## src/rtl/sixty_four_bit_css_pipe.sv

```systemverilog
// sixty_four_bit_css_pipe: two-stage carry-select subtractor a - b - borrow_in with valid/ready flow control
module sixty_four_bit_css_pipe #(
   parameter int WIDTH = 64
) (
   input  logic             clk,
   input  logic             rst,
   input  logic             in_valid,
   output logic             in_ready,
   input  logic [WIDTH-1:0] a,
   input  logic [WIDTH-1:0] b,
   input  logic             borrow_in,
   output logic             out_valid,
   input  logic             out_ready,
   output logic [WIDTH-1:0] diff,
   output logic             borrow_out,
   output logic             overflow,
   output logic             zero,
   output logic             negative
);
   localparam int HALF = WIDTH / 2;
   logic [HALF:0]      lo_sum, hi0_sum, hi1_sum;
   logic               s1_v, s1_sel, s1_c0, s1_c1, s1_am, s1_bm;
   logic [HALF-1:0]    s1_lo, s1_hi0, s1_hi1, hi_sel;
   logic               c_sel, s2_free, s1_adv, in_hs;
   logic [WIDTH-1:0]   res;
   // Subtraction as a + ~b + carry, carry_in = !borrow_in; upper half speculated both ways
   always_comb begin
      lo_sum  = {1'b0, a[HALF-1:0]} + {1'b0, ~b[HALF-1:0]} + {{HALF{1'b0}}, !borrow_in};
      hi0_sum = {1'b0, a[WIDTH-1:HALF]} + {1'b0, ~b[WIDTH-1:HALF]};
      hi1_sum = hi0_sum + {{HALF{1'b0}}, 1'b1};
      hi_sel  = s1_sel ? s1_hi1 : s1_hi0;
      c_sel   = s1_sel ? s1_c1 : s1_c0;
      res     = {hi_sel, s1_lo};
      s2_free = !out_valid || out_ready;
      s1_adv  = s1_v && s2_free;
      in_ready = !s1_v || s2_free;
      in_hs   = in_valid && in_ready;
   end
   always_ff @(posedge clk or posedge rst) begin
      if (rst) begin
         s1_v   <= 1'b0;
         s1_lo  <= '0;
         s1_sel <= 1'b0;
         s1_hi0 <= '0;
         s1_hi1 <= '0;
         s1_c0  <= 1'b0;
         s1_c1  <= 1'b0;
         s1_am  <= 1'b0;
         s1_bm  <= 1'b0;
      end else if (in_hs) begin
         s1_v   <= 1'b1;
         s1_lo  <= lo_sum[HALF-1:0];
         s1_sel <= lo_sum[HALF];
         s1_hi0 <= hi0_sum[HALF-1:0];
         s1_hi1 <= hi1_sum[HALF-1:0];
         s1_c0  <= hi0_sum[HALF];
         s1_c1  <= hi1_sum[HALF];
         s1_am  <= a[WIDTH-1];
         s1_bm  <= b[WIDTH-1];
      end else if (s1_adv) begin
         s1_v <= 1'b0;
      end
   end
   always_ff @(posedge clk or posedge rst) begin
      if (rst) begin
         out_valid  <= 1'b0;
         diff       <= '0;
         borrow_out <= 1'b0;
         overflow   <= 1'b0;
         zero       <= 1'b0;
         negative   <= 1'b0;
      end else begin
         if (s2_free) out_valid <= s1_v;
         if (s1_adv) begin
            diff       <= res;
            borrow_out <= !c_sel;
            overflow   <= (s1_am != s1_bm) && (hi_sel[HALF-1] != s1_am);
            zero       <= (res == '0);
            negative   <= hi_sel[HALF-1];
         end
      end
   end
endmodule

```

## config.mk

```make
export PLATFORM = sky130hd
export DESIGN_NAME = sixty_four_bit_css_pipe
export DESIGN_NICKNAME = d
export VERILOG_FILES = /design/src/rtl/sixty_four_bit_css_pipe.sv
export SDC_FILE = /design/constraint.sdc
export NUM_CORES = 1
export LEC_CHECK = 0
export ABC_AREA = 1
export CAP_MARGIN = 20
export CORE_UTILIZATION = 45
export DETAILED_ROUTE_END_ITERATION = 7
export HOLD_SLACK_MARGIN = 0.03
export MAX_ROUTING_LAYER = met4
export PLACE_DENSITY = 0.68
export SYNTH_ARGS = -nofsm -noshare
export SYNTH_HDL_FRONTEND = slang
export SYNTH_SLANG_ARGS = --single-unit
```

## constraint.sdc

```tcl
create_clock -name clk -period 10 [get_ports clk]
set_clock_uncertainty 0.2 [all_clocks]
set_input_delay 1.5 -clock clk [delete_from_list [all_inputs] [get_ports clk]]
set_output_delay 1.5 -clock clk [all_outputs]
set_load 0.05 [all_outputs]
```

== Word level (Yosys, flattened, before mapping) ==
Cells that the tools add are included.

* Register bits after elaboration: 171
* Input bits: 133
* Output and inout port bits: 70
* Word-level logic and storage cells: 38

* Add/subtract/negate cells: 4
* Equal/unequal tests: 2
* Multiplexer cells: 4
* Bitwise gates (word level): 2
* Reduce and logical (&&, ||, !) cells: 11

{| class="wikitable"
|+ Operators with widths
! kind !! count
|-
| adder 32 x 32 -> 33 bit || 2
|-
| zero test 64 bit || 1
|-
| NOT 32 bit || 2
|-
| adder 33 x 1 -> 33 bit || 1
|-
| adder 33 x 1 -> 33 bit, second input constant || 1
|-
| two-way mux 32 bit || 1
|-
| zero test 1 bit || 4
|-
| logical AND 1 bit || 3
|-
| two-way mux 1 bit || 3
|-
| logical OR 1 bit || 2
|-
| != test 1 bit || 2
|-
| nonzero test 2 bit || 1
|}

== Longest topological paths before layout ==
* Depth in word-level cells: 5
* Gate-level depth with buffers: 21
* Mapped depth without buffers: 21

== Least setup slack after synthesis ==
No wires, ideal clock.

* Path kind: input -> register
* Start point: input a[0]
* End point: register s1_lo[20]
* Arrival time: 3.562 ns
* Setup slack: 6.120 ns
* Stages: 13
* Buffers on the path: 0
* Cells stage by stage: inv_1 > fa_1 > fa_1 > o21ai_1 > a21oi_1 > o21ai_1 > a21boi_0 > o21ai_1 > nand2_1 > nand2_1 > nand2_1 > nand3_1 > nand2_1

* Cells in the longest elaborated chain, start to end: 2

{| class="wikitable"
|+ Ends and longest elaborated chain
! what !! line !! source
|-
| from (decl) || 9 || <nowiki>input logic [WIDTH-1:0] a,</nowiki>
|-
| adder 32 x 32 -> 33 bit || 28 || <nowiki>lo_sum = {1'b0, a[HALF-1:0]} + {1'b0, ~b[HALF-1:0]} + {{HALF{1'b0}}, !borrow_in};</nowiki>
|-
| adder 33 x 1 -> 33 bit || 28 ||
|-
| to (signal assigned) || 52 || <nowiki>s1_lo <= lo_sum[HALF-1:0];</nowiki>
|-
| to (decl) || 23 || <nowiki>logic [HALF-1:0] s1_lo, s1_hi0, s1_hi1, hi_sel;</nowiki>
|}

Every way passes these cells.
A chain may end at the register's enable or synchronous reset.

== Worst setup path in the final report ==
* Start point: input out_ready
* End point: output in_ready

* Cells in the longest elaborated chain, start to end: 2

{| class="wikitable"
|+ Ends and longest elaborated chain
! what !! line !! source
|-
| from (decl) || 13 || <nowiki>input logic out_ready,</nowiki>
|-
| logical OR 1 bit || 34 || <nowiki>s2_free = !out_valid || out_ready;</nowiki>
|-
| logical OR 1 bit || 36 || <nowiki>in_ready = !s1_v || s2_free;</nowiki>
|-
| to (decl) || 8 || <nowiki>output logic in_ready,</nowiki>
|}

Every way passes these cells.

==> impl_metrics.json <==
{
  "cts_hold_buf": 0,
  "worst_hold_path.num_cells": 2,
  "setup_violations": 0,
  "fin_cells": 2398,
  "diodes": 0,
  "synth_fp_nets": 2060,
  "ys_warn_count": 0,
  "drv_cap": 0,
  "routed_wl_um": 35350,
  "first_pass_iters": 5,
  "worst_slack_ns": 5.332,
  "avgSynthCellArea_um2": 6.696,
  "drtIter0Drc": 1053,
  "ios": 203,
  "min_path_type": "reg -> reg",
  "r2r_cells": 6,
  "die_y_um": 168.4,
  "p_leak_nw": 7.978,
  "final_util": 0.5699,
  "start_util": 0.4608,
  "core_area_um2": 27030,
  "grt_use_total": 0.2644,
  "cp_cell_sequence": "clkdlybuf4s50_1 > inv_1 > nand3_1 > clkdlybuf4s50_1",
  "ir_drop_mv": 0.1230,
  "die_area_um2": 28350,
  "crit_path_start_kind": "primary input",
  "cp.required_ns": 8.30,
  "synthCells": 1860,
  "drive_gt1_frac": 0.06271,
  "overflow": 0,
  "tns_ns": 0,
  "crit_path_frequent_cell": "clkdlybuf4s50_1",
  "end_kind": "primary output",
  "synth-seq-cells": 170,
  "cts_resized": 0,
  "drv_slew": 0,
  "clockRootBuffer": "clkbuf_16",
  "period_share": 0.4668,
  "antenna_left": 0,
  "fmax_mhz": 214.2,
  "relSlewSlack": 0.4660,
  "worstPathMaxFanout": 3,
  "p_int_mw": 1.663,
  "dpl.cell_count": 2365,
  "ctsHtreeMaxLevel": 4,
  "finalWorstPathRequiredPeriod_ns": 4.668,
  "clock_sinks": 170,
  "route.detailed.drc": 0,
  "post_dp_cell_area_um2": 14790,
  "grt_pass1_vias": 11290,
  "dpl.hpwl_um": 28220,
  "grt_setup_unrepaired": "false",
  "postCtsSetupRepairBufs": 0,
  "antenna_found_initial": 0,
  "design_area_um2": 15400,
  "hold_viol": 0,
  "cts_tree": "yes",
  "port_buffers": 202,
  "grt_max_degree": 87,
  "clkLatencyLatePin_ns": 0.44,
  "num_rows": 60,
  "wl_per_cell_um": 14.74,
  "switching_share": 0.4483,
  "syn_area_um2": 12450,
  "layout_commonest_cell": "nand2_1",
  "worst_pin_slew_ns": 0.7926,
  "via_count": 12200,
  "cp.arrival_ns": 2.97,
  "numCtsBuffers": 17,
  "place.gp.congestion": 0.9772,
  "place_ws_ns": 5.324,
  "path_class": "in -> out",
  "dieWidth_um": 168.4,
  "yosysSeqAreaShare": 0.3416,
  "outcome": "finished, final reports clean",
  "syn_to_final_growth_pct": 23.66,
  "clk_pin_slew_ns": 0.06,
  "cpPeakStageDelay_ns": 0.83,
  "routed_via_density": 5.089,
  "netSwitchingPower_mw": 1.351,
  "clockBufferDepth": 2,
  "p_seq_frac": 0.327,
  "crit_slowest_cell": "clkdlybuf4s50_1",
  "clockPowerShare": 0.220,
  "p_per_area_nw_per_um2": 195.7,
  "grt_pass1_wl_um": 58070,
  "final_cell_mix": "566 x nand2_1, 336 x inv_1, 202 x clkdlybuf4s50_1",
  "nets": 2244,
  "comb_power_share": 0.453,
  "synth.distinct_cells": 45
}
[sequential cells by signal, indices dropped and copies added (netlist names)]
| signal | count |
|---|---|
| borrow_out | 1 |
| diff | 64 |
| out_valid | 1 |
| overflow | 1 |
| s1_am | 1 |
| s1_bm | 1 |
| s1_c0 | 1 |
| s1_c1 | 1 |
| s1_hi0 | 32 |
| s1_hi1 | 32 |
| s1_lo | 32 |
| s1_sel | 1 |
| s1_v | 1 |
| zero | 1 |
[worst paths after layout]
| path | start | to | slack (ns) |
|---|---|---|---|
| worst max-delay path | out_ready | in_ready | 5.33 |
| worst min-delay path | s1_hi0[6] | s1_hi0[6] | 0.28 |
| worst max register to register | s1_v | s1_lo[23] | 7.23 |
| worst min register to register | s1_hi0[6] | s1_hi0[6] | 0.28 |
| max in group asynchronous | rst | s1_hi1[28] | 6.88 |
| min in group asynchronous | rst | s1_hi0[0] | 1.39 |
[cells in the mapped netlist, drive strengths merged]
cell type / number / area, um^2
nand2: 597 / 2328
inv: 349 / 1310
dfrtp: 170 / 4254
nor2: 162 / 739.5
o21ai: 146 / 730.7
nand3: 115 / 665.6
ha: 64 / 800.8
a21oi: 61 / 309.1
clkbuf: 36 / 135.1
nand4: 36 / 225.2
nor3: 15 / 90.09
mux2i: 11 / 110.1
xor2: 11 / 96.34
nand3b: 9 / 71.32
a31oi: 8 / 50.05
o221ai: 8 / 70.07
buf: 7 / 36.28
o211ai: 6 / 45.04
o21bai: 6 / 45.04
a21o: 5 / 37.54
nor4: 5 / 31.28
o22ai: 5 / 31.28
and2: 4 / 25.02
or2: 4 / 25.02
xnor2: 4 / 35.03
a211oi: 3 / 22.52
a21boi: 3 / 22.52
fa: 3 / 60.06
o21a: 3 / 22.52
o31ai: 3 / 22.52
and3: 1 / 6.260
[layer usage]
layer  vias up  track usage  share of wire
met2       360       0.3789           0.42
met4         0      0.05336          0.012
met1      5606       0.3984           0.52
li1       6216            -              -
met5         -            -              0
met3        21      0.03032          0.052
[area by class of cell]
class	instances	area, um^2
clock inverters	14	151.4
clock buffers	18	439.2
fillers	2684	11620
multi-input cells	1298	6734
flip-flops and latches	170	4254
well taps	341	426.7
inverters	349	1316
repair buffers	208	2079
[power groups by stage]
stage,Clock [mW],Sequential (mW),Combinational (mW)
after global placement,0,0.991,1.35
after detailed placement,0,0.997,1.36
after floorplan,0,1.34,0.552
after CTS,0.674,0.986,1.37
after global routing,0.700,1.01,1.49
final,0.664,0.986,1.36
[critical path, delay by kind of cell]
| kind | cells | cell delay [ns] |
|---|---|---|
| buf+inv | 3 | 1.33 |
| simple gates | 1 | 0.14 |
[metrics by stage]
stage	hold slack, ns	power, mW
floorplan	0.2439	1.890
global placement	0.2588	2.343
detailed placement	0.2620	2.359
CTS	0.2810	3.027
global route	0.3010	3.197
finish	0.2820	3.014
[logic make-up (layout without fill, tap and decap cells)]
family / after synthesis / after routing / share of synthesized area
simple gates: 948 / 948 / 0.3379
buf+inv: 392 / 589 / 0.1189
compound gates: 257 / 257 / 0.1131
flops: 170 / 170 / 0.3416
fa+ha+maj: 67 / 67 / 0.06912
xor+xnor: 15 / 15 / 0.01055
mux: 11 / 11 / 0.008841
(Power assumes the default switching activity.)
